File: src/rtl/pc_gen.sv
// pc_gen: fetch program counter with branch/jump/eret redirection and exception entry.
// Latency: a redirect appears on pc one edge after the request when stall=0; pc4/adel are combinational from pc.
// Backpressure: stall holds pc; a redirect seen under stall is latched (newest wins) and applied on release.
//
// Ports:
//   clk, reset (async active-low)            clock and reset
//   stall                                    hold the fetch pc this cycle
//   npc_op, br_taken                         next-pc operation (000 seq, 001 branch, 010 j, 011 jr, 100 eret)
//   exc_req                                  exception/interrupt entry, overrides everything
//   base_pc, imm16, imm26, reg_addr, epc     target operands from the decode stage
//   pc, pc4                                  registered fetch pc and pc+4
//   redirect_pending                         a latched redirect is waiting for stall to drop
//   adel                                     current pc is misaligned or outside instruction memory
module pc_gen #(
  parameter int             W        = 32,
  parameter logic [W-1:0]   RESET_PC = W'(32'h0000_3000),
  parameter logic [W-1:0]   EXC_PC   = W'(32'h0000_4180),
  parameter logic [W-1:0]   IM_BASE  = W'(32'h0000_3000),
  parameter int             IM_WORDS = 4096
) (
  input  logic         clk,
  input  logic         reset,
  input  logic         stall,
  input  logic [2:0]   npc_op,
  input  logic         br_taken,
  input  logic         exc_req,
  input  logic [W-1:0] base_pc,
  input  logic [15:0]  imm16,
  input  logic [25:0]  imm26,
  input  logic [W-1:0] reg_addr,
  input  logic [W-1:0] epc,
  output logic [W-1:0] pc,
  output logic [W-1:0] pc4,
  output logic         redirect_pending,
  output logic         adel
);

  localparam logic [2:0] OP_BR   = 3'b001;
  localparam logic [2:0] OP_J    = 3'b010;
  localparam logic [2:0] OP_JR   = 3'b011;
  localparam logic [2:0] OP_ERET = 3'b100;

  // One extra bit so the end of instruction memory cannot wrap to zero.
  localparam logic [W:0] IM_LIMIT = {1'b0, IM_BASE} + ((W+1)'(IM_WORDS) << 2);

  typedef enum logic {
    RUN  = 1'b0,
    HOLD = 1'b1
  } state_t;

  state_t       state_q, state_d;
  logic [W-1:0] pc_q, pc_d;
  logic [W-1:0] lat_q, lat_d;
  logic [W-1:0] seq_base;
  logic [W-1:0] br_tgt;
  logic [W-1:0] j_tgt;
  logic [W-1:0] redir_tgt;
  logic         redir_req;

  assign seq_base = base_pc + W'(4);
  assign br_tgt   = seq_base + {{(W-18){imm16[15]}}, imm16, 2'b00};

  // j keeps the region bits above bit 27 of the delay-slot address; with W=28 there are none.
  generate
    if (W > 28) begin : g_j_region
      assign j_tgt = {seq_base[W-1:28], imm26, 2'b00};
    end else begin : g_j_flat
      assign j_tgt = {imm26, 2'b00};
    end
  endgenerate

  // Decode the operation; a not-taken branch and the reserved codes fall through as sequential.
  always_comb begin
    redir_req = 1'b0;
    redir_tgt = '0;
    case (npc_op)
      OP_BR: begin
        redir_req = br_taken;
        redir_tgt = br_tgt;
      end
      OP_J: begin
        redir_req = 1'b1;
        redir_tgt = j_tgt;
      end
      OP_JR: begin
        redir_req = 1'b1;
        redir_tgt = reg_addr;
      end
      OP_ERET: begin
        redir_req = 1'b1;
        redir_tgt = epc;
      end
      default: begin
        redir_req = 1'b0;
        redir_tgt = '0;
      end
    endcase
  end

  // Next-pc selection and RUN/HOLD transitions.
  always_comb begin
    pc_d    = pc_q + W'(4);
    lat_d   = lat_q;
    state_d = state_q;
    if (exc_req) begin
      pc_d    = EXC_PC;
      state_d = RUN;
    end else if (stall) begin
      pc_d = pc_q;
      if (redir_req) begin
        // Latest request replaces any earlier latched target.
        lat_d   = redir_tgt;
        state_d = HOLD;
      end
    end else begin
      state_d = RUN;
      if (redir_req) begin
        pc_d = redir_tgt;
      end else if (state_q == HOLD) begin
        pc_d = lat_q;
      end
    end
  end

  always_ff @(posedge clk or negedge reset) begin
    if (!reset) begin
      state_q <= RUN;
      pc_q    <= RESET_PC;
      lat_q   <= '0;
    end else begin
      state_q <= state_d;
      pc_q    <= pc_d;
      lat_q   <= lat_d;
    end
  end

  assign pc               = pc_q;
  assign pc4              = pc_q + W'(4);
  assign redirect_pending = (state_q == HOLD);

  // Purely informational: sequencing continues regardless of adel.
  assign adel = (pc_q[1:0] != 2'b00) || (pc_q < IM_BASE) || ({1'b0, pc_q} >= IM_LIMIT);

endmodule

File: config.mk
export PLATFORM = sky130hd
export DESIGN_NAME = pc_gen
export DESIGN_NICKNAME = d
export VERILOG_FILES = /design/src/rtl/pc_gen.sv
export SDC_FILE = /design/constraint.sdc
export NUM_CORES = 1
export LEC_CHECK = 0
export BUFFER_PORTS_ARGS = -buffer_cell sky130_fd_sc_hd__buf_4
export CORE_MARGIN = 4
export CORE_UTILIZATION = 50
export DETAILED_ROUTE_END_ITERATION = 6
export PLACE_DENSITY = 0.75
export SYNTH_ARGS = -nofsm -noshare
export SYNTH_HDL_FRONTEND = slang
export SYNTH_SLANG_ARGS = --single-unit
File: constraint.sdc
create_clock -name clk -period 5.9 [get_ports clk]
set_input_delay 1.18 -clock clk [delete_from_list [all_inputs] [get_ports clk]]
set_output_delay 1.18 -clock clk [all_outputs]
set_load 0.005 [all_outputs]
* Word-level counts from Yosys, hierarchy flattened
Index checks and enable logic that the tools add are counted.
** Word-level totals
- Bits in registers :: 65
- Logic and storage cells :: 29
- Output and inout port bits :: 66
- Input bits :: 146
** Operators by class
- Bitwise operators :: 1
- Mux-type cells :: 9
- Reductions and logical operators :: 5
- Add/subtract/negate cells :: 3
- Order comparisons :: 2
- Equality and inequality tests :: 6
** Operators by type and width (number)
- 32-bit two-way mux :: 4
- 32-bit case mux with 4 select lines :: 1
- 32-bit by 3-bit adder with 32-bit output, second input constant :: 2
- 32-bit adder :: 1
- 32-bit by 15-bit greater-or-equal comparator with 1-bit output, second input constant :: 1
- 32-bit by 14-bit less-than comparator with 1-bit output, second input constant :: 1
- 3-bit by 2-bit equality test with 1-bit output, second input constant :: 2
- 3-bit by 1-bit equality test with 1-bit output, second input constant :: 1
- 3-bit equality test, second input constant :: 1
- 1-bit two-way mux :: 3
- 3-bit by 1-bit inequality test with 1-bit output, second input constant :: 1
- 3-bit AND reduction :: 1
- 3-bit OR reduction :: 1
- 1-bit logical OR :: 2
- 2-bit by 1-bit inequality test with 1-bit output, second input constant :: 1
- 1-bit case mux with 2 select lines :: 1
- 2-bit nonzero test :: 1
- 1-bit NOT :: 1

* Longest topological paths before layout
- Word-level depth :: 6
- Gate-level depth with buffers :: 16
- Mapped depth without buffers :: 14

* Least setup slack after synthesis
OpenSTA, ideal clock, no wires.
- Path type :: input -> register
- Start point :: in base_pc[2]
- End point :: reg lat_q[25]
- Data required time :: 5765 ps
- Setup time :: 135 ps
- Path buffers :: 0
- Path slack :: 1687 ps
- Data arrival time :: 4077 ps
- Stages :: 13
- Cells stage by stage :: ha_1 nand3_1 nor4_1 nand2_1 xnor2_1 ha_1 a21oi_1 o21ai_0 a221o_1 o2111a_1 or3_1 a31oi_1 o21ai_0
** Between the ends
- Longest elaborated chain between the ends :: 3
** Ends and longest elaborated chain
- start: declaration :: RTL line 27 : input logic [W-1:0] base_pc,
- 32-bit by 3-bit adder with 32-bit output :: RTL line 60 : assign seq_base = base_pc + W'(4);
- 32-bit adder :: RTL line 61 : assign br_tgt = seq_base + {{(W-18){imm16[15]}}, imm16, 2'b00};
- 32-bit case mux with 4 select lines :: RTL line 76 : case (npc_op)
- end signal: assignment :: RTL line 133 : lat_q <= lat_d;
- end: declaration :: RTL line 53 : logic [W-1:0] lat_q, lat_d;
No other way between the ends.
A chain may end at the register's enable or synchronous reset.

* Worst setup path in the final report
- Start point :: in base_pc[2]
- End point :: reg pc_q[27], in the netlist pc[27]
** Between the ends
- Longest elaborated chain between the ends :: 6
** Ends and longest elaborated chain
- 32-bit by 3-bit adder with 32-bit output :: RTL line 60
- 32-bit adder :: RTL line 61
- 32-bit case mux with 4 select lines :: RTL line 76
- 32-bit two-way mux :: RTL line 117 : if (redir_req) begin
- 32-bit two-way mux :: RTL line 108 : end else if (stall) begin
- 32-bit two-way mux :: RTL line 105 : if (exc_req) begin
- end signal: assignment :: RTL line 132 : pc_q <= pc_d;
- end: declaration :: RTL line 52 : logic [W-1:0] pc_q, pc_d;
No other way between the ends. The select of a mux whose other input is x is not followed.

==> metrics.md <==
| Metric | Value |
|---|---|
| EDFF count, synth | `0` |
| Critical Path RT | `6.09 ns` |
| ANT cells | `0` |
| Worst-path clk slew | `roughly 0.06 ns` |
| Largest net degree at the start of global routing | `66` |
| Worst R2R Path Depth | `8` |
| Slowest stage cell, crit path | `nor3_1` |
| Power density over cell area | `189.4 mW/mm^2` |
| CP peak stage delay | `about 0.44 ns` |
| Post-layout min period | `between 4 and 5 ns` |
| Crit path DAT | `about 4.6 ns` |
| # Post-CTS Setup Buffers | `0` |
| Min-delay worst type | `flop to flop` |
| CTS H-tree lvls | `3` |
| Sequential fraction of the synthesis area | `23.81%` |
| Fillers | `1195` |
| Synth Area in Simple Gates | `about a quarter` |
| Sink Count | `65` |
| CP Capture Type | `flop` |
| Seq cells post-synth | `between 60 and 70` |
| Crit-path cells | `buf_4 -> ha_1 -> nand3_1 -> nor4_1 -> buf_4 -> xor2_1 -> ha_1 -> and3_1 -> and4_1 -> nand3_1 -> a21oi_1 -> o211ai_1 -> and4_1 -> nor3_1 -> a31oi_1` |
| Fin util | `66.12%` |
| GR Overflow Total | `0` |
| Worst-Skew Late Latency | `0.33 ns` |
| Total power | `between 1500 and 2000 uW` |
| Cells after Synth | `894` |
| Setup violators final | `0` |
| Area growth from synthesis to layout | `28.49%` |
| Worst path depth | `15` |
| Slew at the pin closest to its max-slew limit | `approximately 0.84 ns` |
| Antenna Violating Nets Remaining | `0` |
| Final period util | `roughly three quarters` |
| PortBufs | `between 200 and 250` |
| HPWL after DPL | `about 18000 um` |
| Synth Area in Adders | `about 7%` |
| Xor-xnor portion of the synthesized cell area | `roughly a tenth` |
| Layout cell share with drive strength beyond 1 | `between 20 and 25%` |
| Final hold viol count | `0` |
| R2r setup slk | `approximately 3.3 ns` |
| Routability cong. | `between 0.9 and 1` |
| Crit path max-delay family | `simple AND/OR/NAND/NOR gates` |
| Post_cts resized | `0` |
| Critical path class | `input pin to flop` |
| Synth Area in Compound Gates | `a little over a fifth` |
| Slew margin rel. | `between 40% and 50%` |
| RSZ-0062 raised after global routing | `false` |
| DRC Markers | `0` |
| Slew Viols, Final | `0` |
| Worst Hold Slack | `~0.48 ns` |
| Synth Net Count | `approximately 1100` |
| LEAKAGE | `between 0.003 and 0.004 uW` |
| Max-Cap Viols | `0` |
| 1st-pass router iterations | `5` |
| CTS tree | `yes` |
| First-pass GRT wire length | `approximately 36000 um` |
| Average cell area after synthesis | `around 7.7 sq um` |
| Number of vias per cell | `approximately 5.9` |
| Run status | `complete, no violations` |
| Distinct cells, synth | `64` |
| Setup ws final | `~1.5 ns` |
| IO Pins | `about 210` |
| Post-synthesis mux area share | `8.193%` |
| Site row count | `42` |
| Die width | `about 120 um` |
| DRT iter0 DRCs | `661` |
| Synth warn | `0` |
| F_max | `about 0.23 GHz` |
| Inserted Clock Buffers | `9` |
| Max rail drop VDD | `0.0001128 V` |
| Top FF cell, synth | `dfrtp_1` |
| CP bufs+invs | `2` |
| Routed WL per cell | `18.24 um` |
| Tot GR Track Use | `around 28%` |
| Overall routed net length | `roughly 23000 um` |
| Initial Util | `between 50% and 60%` |
| Vias in the first global route | `7061` |
| Via count | `between 7000 and 8000` |
| Setup TNS | `0 ns` |
| Mapped cell area | `around 0.0068 sq mm` |
| CP startpoint kind | `input pin` |
| Root Buffer | `clkbuf_16` |
| Die H | `roughly 120 um` |
| Cts hold-fix bufs | `0` |
| Layout net count | `around 1300` |
| Final Skew | `between 0.006 and 0.007 ns` |
| Main combinational cell family by area after synthesis | `simple AND/OR/NAND/NOR gates` |
| Deepest clock path buffer count | `2` |
| Initial antenna violation count | `0` |
| Hold depth | `2` |
| Setup WS pre-CTS | `~1.2 ns` |
| Crit-path max FO | `6` |
| Async SR Flop Fraction | `100.0%` |
| Die area | `0.01562 sq mm` |
| Core ar. | `approximately 0.013 sq mm` |
==> per-layer routing <==
metal / global-route usage, % / share of wire, % / vias up
met3: 5.501 / 8.2 / 27
met1: 40.37 / 45 / 3441
met2: 43.69 / 45 / 331
met4: 7.015 / 1.7 / 0
li1: - / - / 3626
met5: 0 / 0 / -
==> tightest hold or removal path: stages (launching register included) <==
cell and delay [ns]:
dfrtp_1 0.34, nand2_1 0.05, nand2_1 0.05
==> synth_stat cells, drive strengths merged (13+ instances only) <==
master / n / area [sq um]
o211ai: 13 / 97.59
dfrtp: 63 / 1577
inv: 24 / 90.09
nor2: 75 / 284.0
clkbuf: 41 / 153.9
nand2: 119 / 446.7
xor2: 17 / 148.9
mux2: 16 / 180.2
a21oi: 72 / 360.4
nand4: 21 / 137.6
nor3: 14 / 70.07
a211oi: 14 / 110.1
xnor2: 59 / 516.8
nand3: 45 / 225.2
o21ai: 59 / 295.3
mux2i: 38 / 380.4
ha: 37 / 462.9
and4: 13 / 113.9
==> layout make-up <==
| type | instances | area (sq um) | share of cell area [%] |
|---|---|---|---|
| Inverter | 24 | 90.09 | 1.025 |
| Clock inverter | 5 | 55.05 | 0.6262 |
| Clock buffer | 11 | 242.7 | 2.761 |
| Tap cell | 176 | 220.2 | 2.505 |
| Multi-Input combinational cell | 753 | 4917 | 55.94 |
| Sequential cell | 65 | 1629 | 18.53 |
| Timing Repair Buffer | 218 | 1637 | 18.62 |
==> sequential cells by signal, indices dropped and copies added, names as in the netlist <==
name              flops
lat_q                32
pc                   32
redirect_pending      1
==> power by group <==
group          total, uW  switching (uW)  leakage [uW]  internal (uW)
Combinational        577             308       0.00289            269
Clock                536             199      0.000142            337
Sequential           552            50.5      0.000847            502
Total               1670             557       0.00388           1110
==> final timing paths <==
path,endpoint,start
hold reg to reg,lat_q[15],lat_q[15]
min in group asynchronous,pc[6],reset
setup reg to reg,pc[23],pc[9]
setup / recovery,pc[27],base_pc[2]
max in group asynchronous,lat_q[20],reset
hold / removal,lat_q[15],lat_q[15]
==> logic make-up after synthesis <==
family	after synthesis
buffers and inverters	76
muxes	54
xor gates and xnor gates	76
adders and majority gates	38
and+or+nand+nor	351
AOI/OAI and AO/OA	234
DFF	65
==> stage by stage <==
step / instances / cell area [sq um]
2_1_floorplan: 894 / 6842
3_3_place_gp: 1236 / 8493
3_5_place_dp: 1236 / 8493
4_1_cts: 1252 / 8791
5_1_grt: 1252 / 8791
6_report: 1252 / 8791
==> cells in the final DEF (no fill, tap or decap), types with 5 or more instances in the layout <==
cell and n:
a21o_1 7, nor2_1 74, dfrtp_1 63, nand3_1 45, o21ai_0 56, mux2_2 15
a31oi_1 10, and2_1 10, mux2i_1 38, xor2_1 17, nor3_1 13, clkbuf_16 9
nand2_1 119, o221ai_1 7, inv_1 24, ha_1 37, buf_4 218, a211oi_1 13
nand4_1 20, and4_1 13, o211ai_1 13, xnor2_1 59, a222oi_1 5, nor2b_1 7
and3_1 11, o31ai_1 6, or3_1 7, a22oi_1 5, nand2b_1 7, a21oi_1 72
nor4_1 9
No activity file was read; power rests on OpenSTA's default activity.
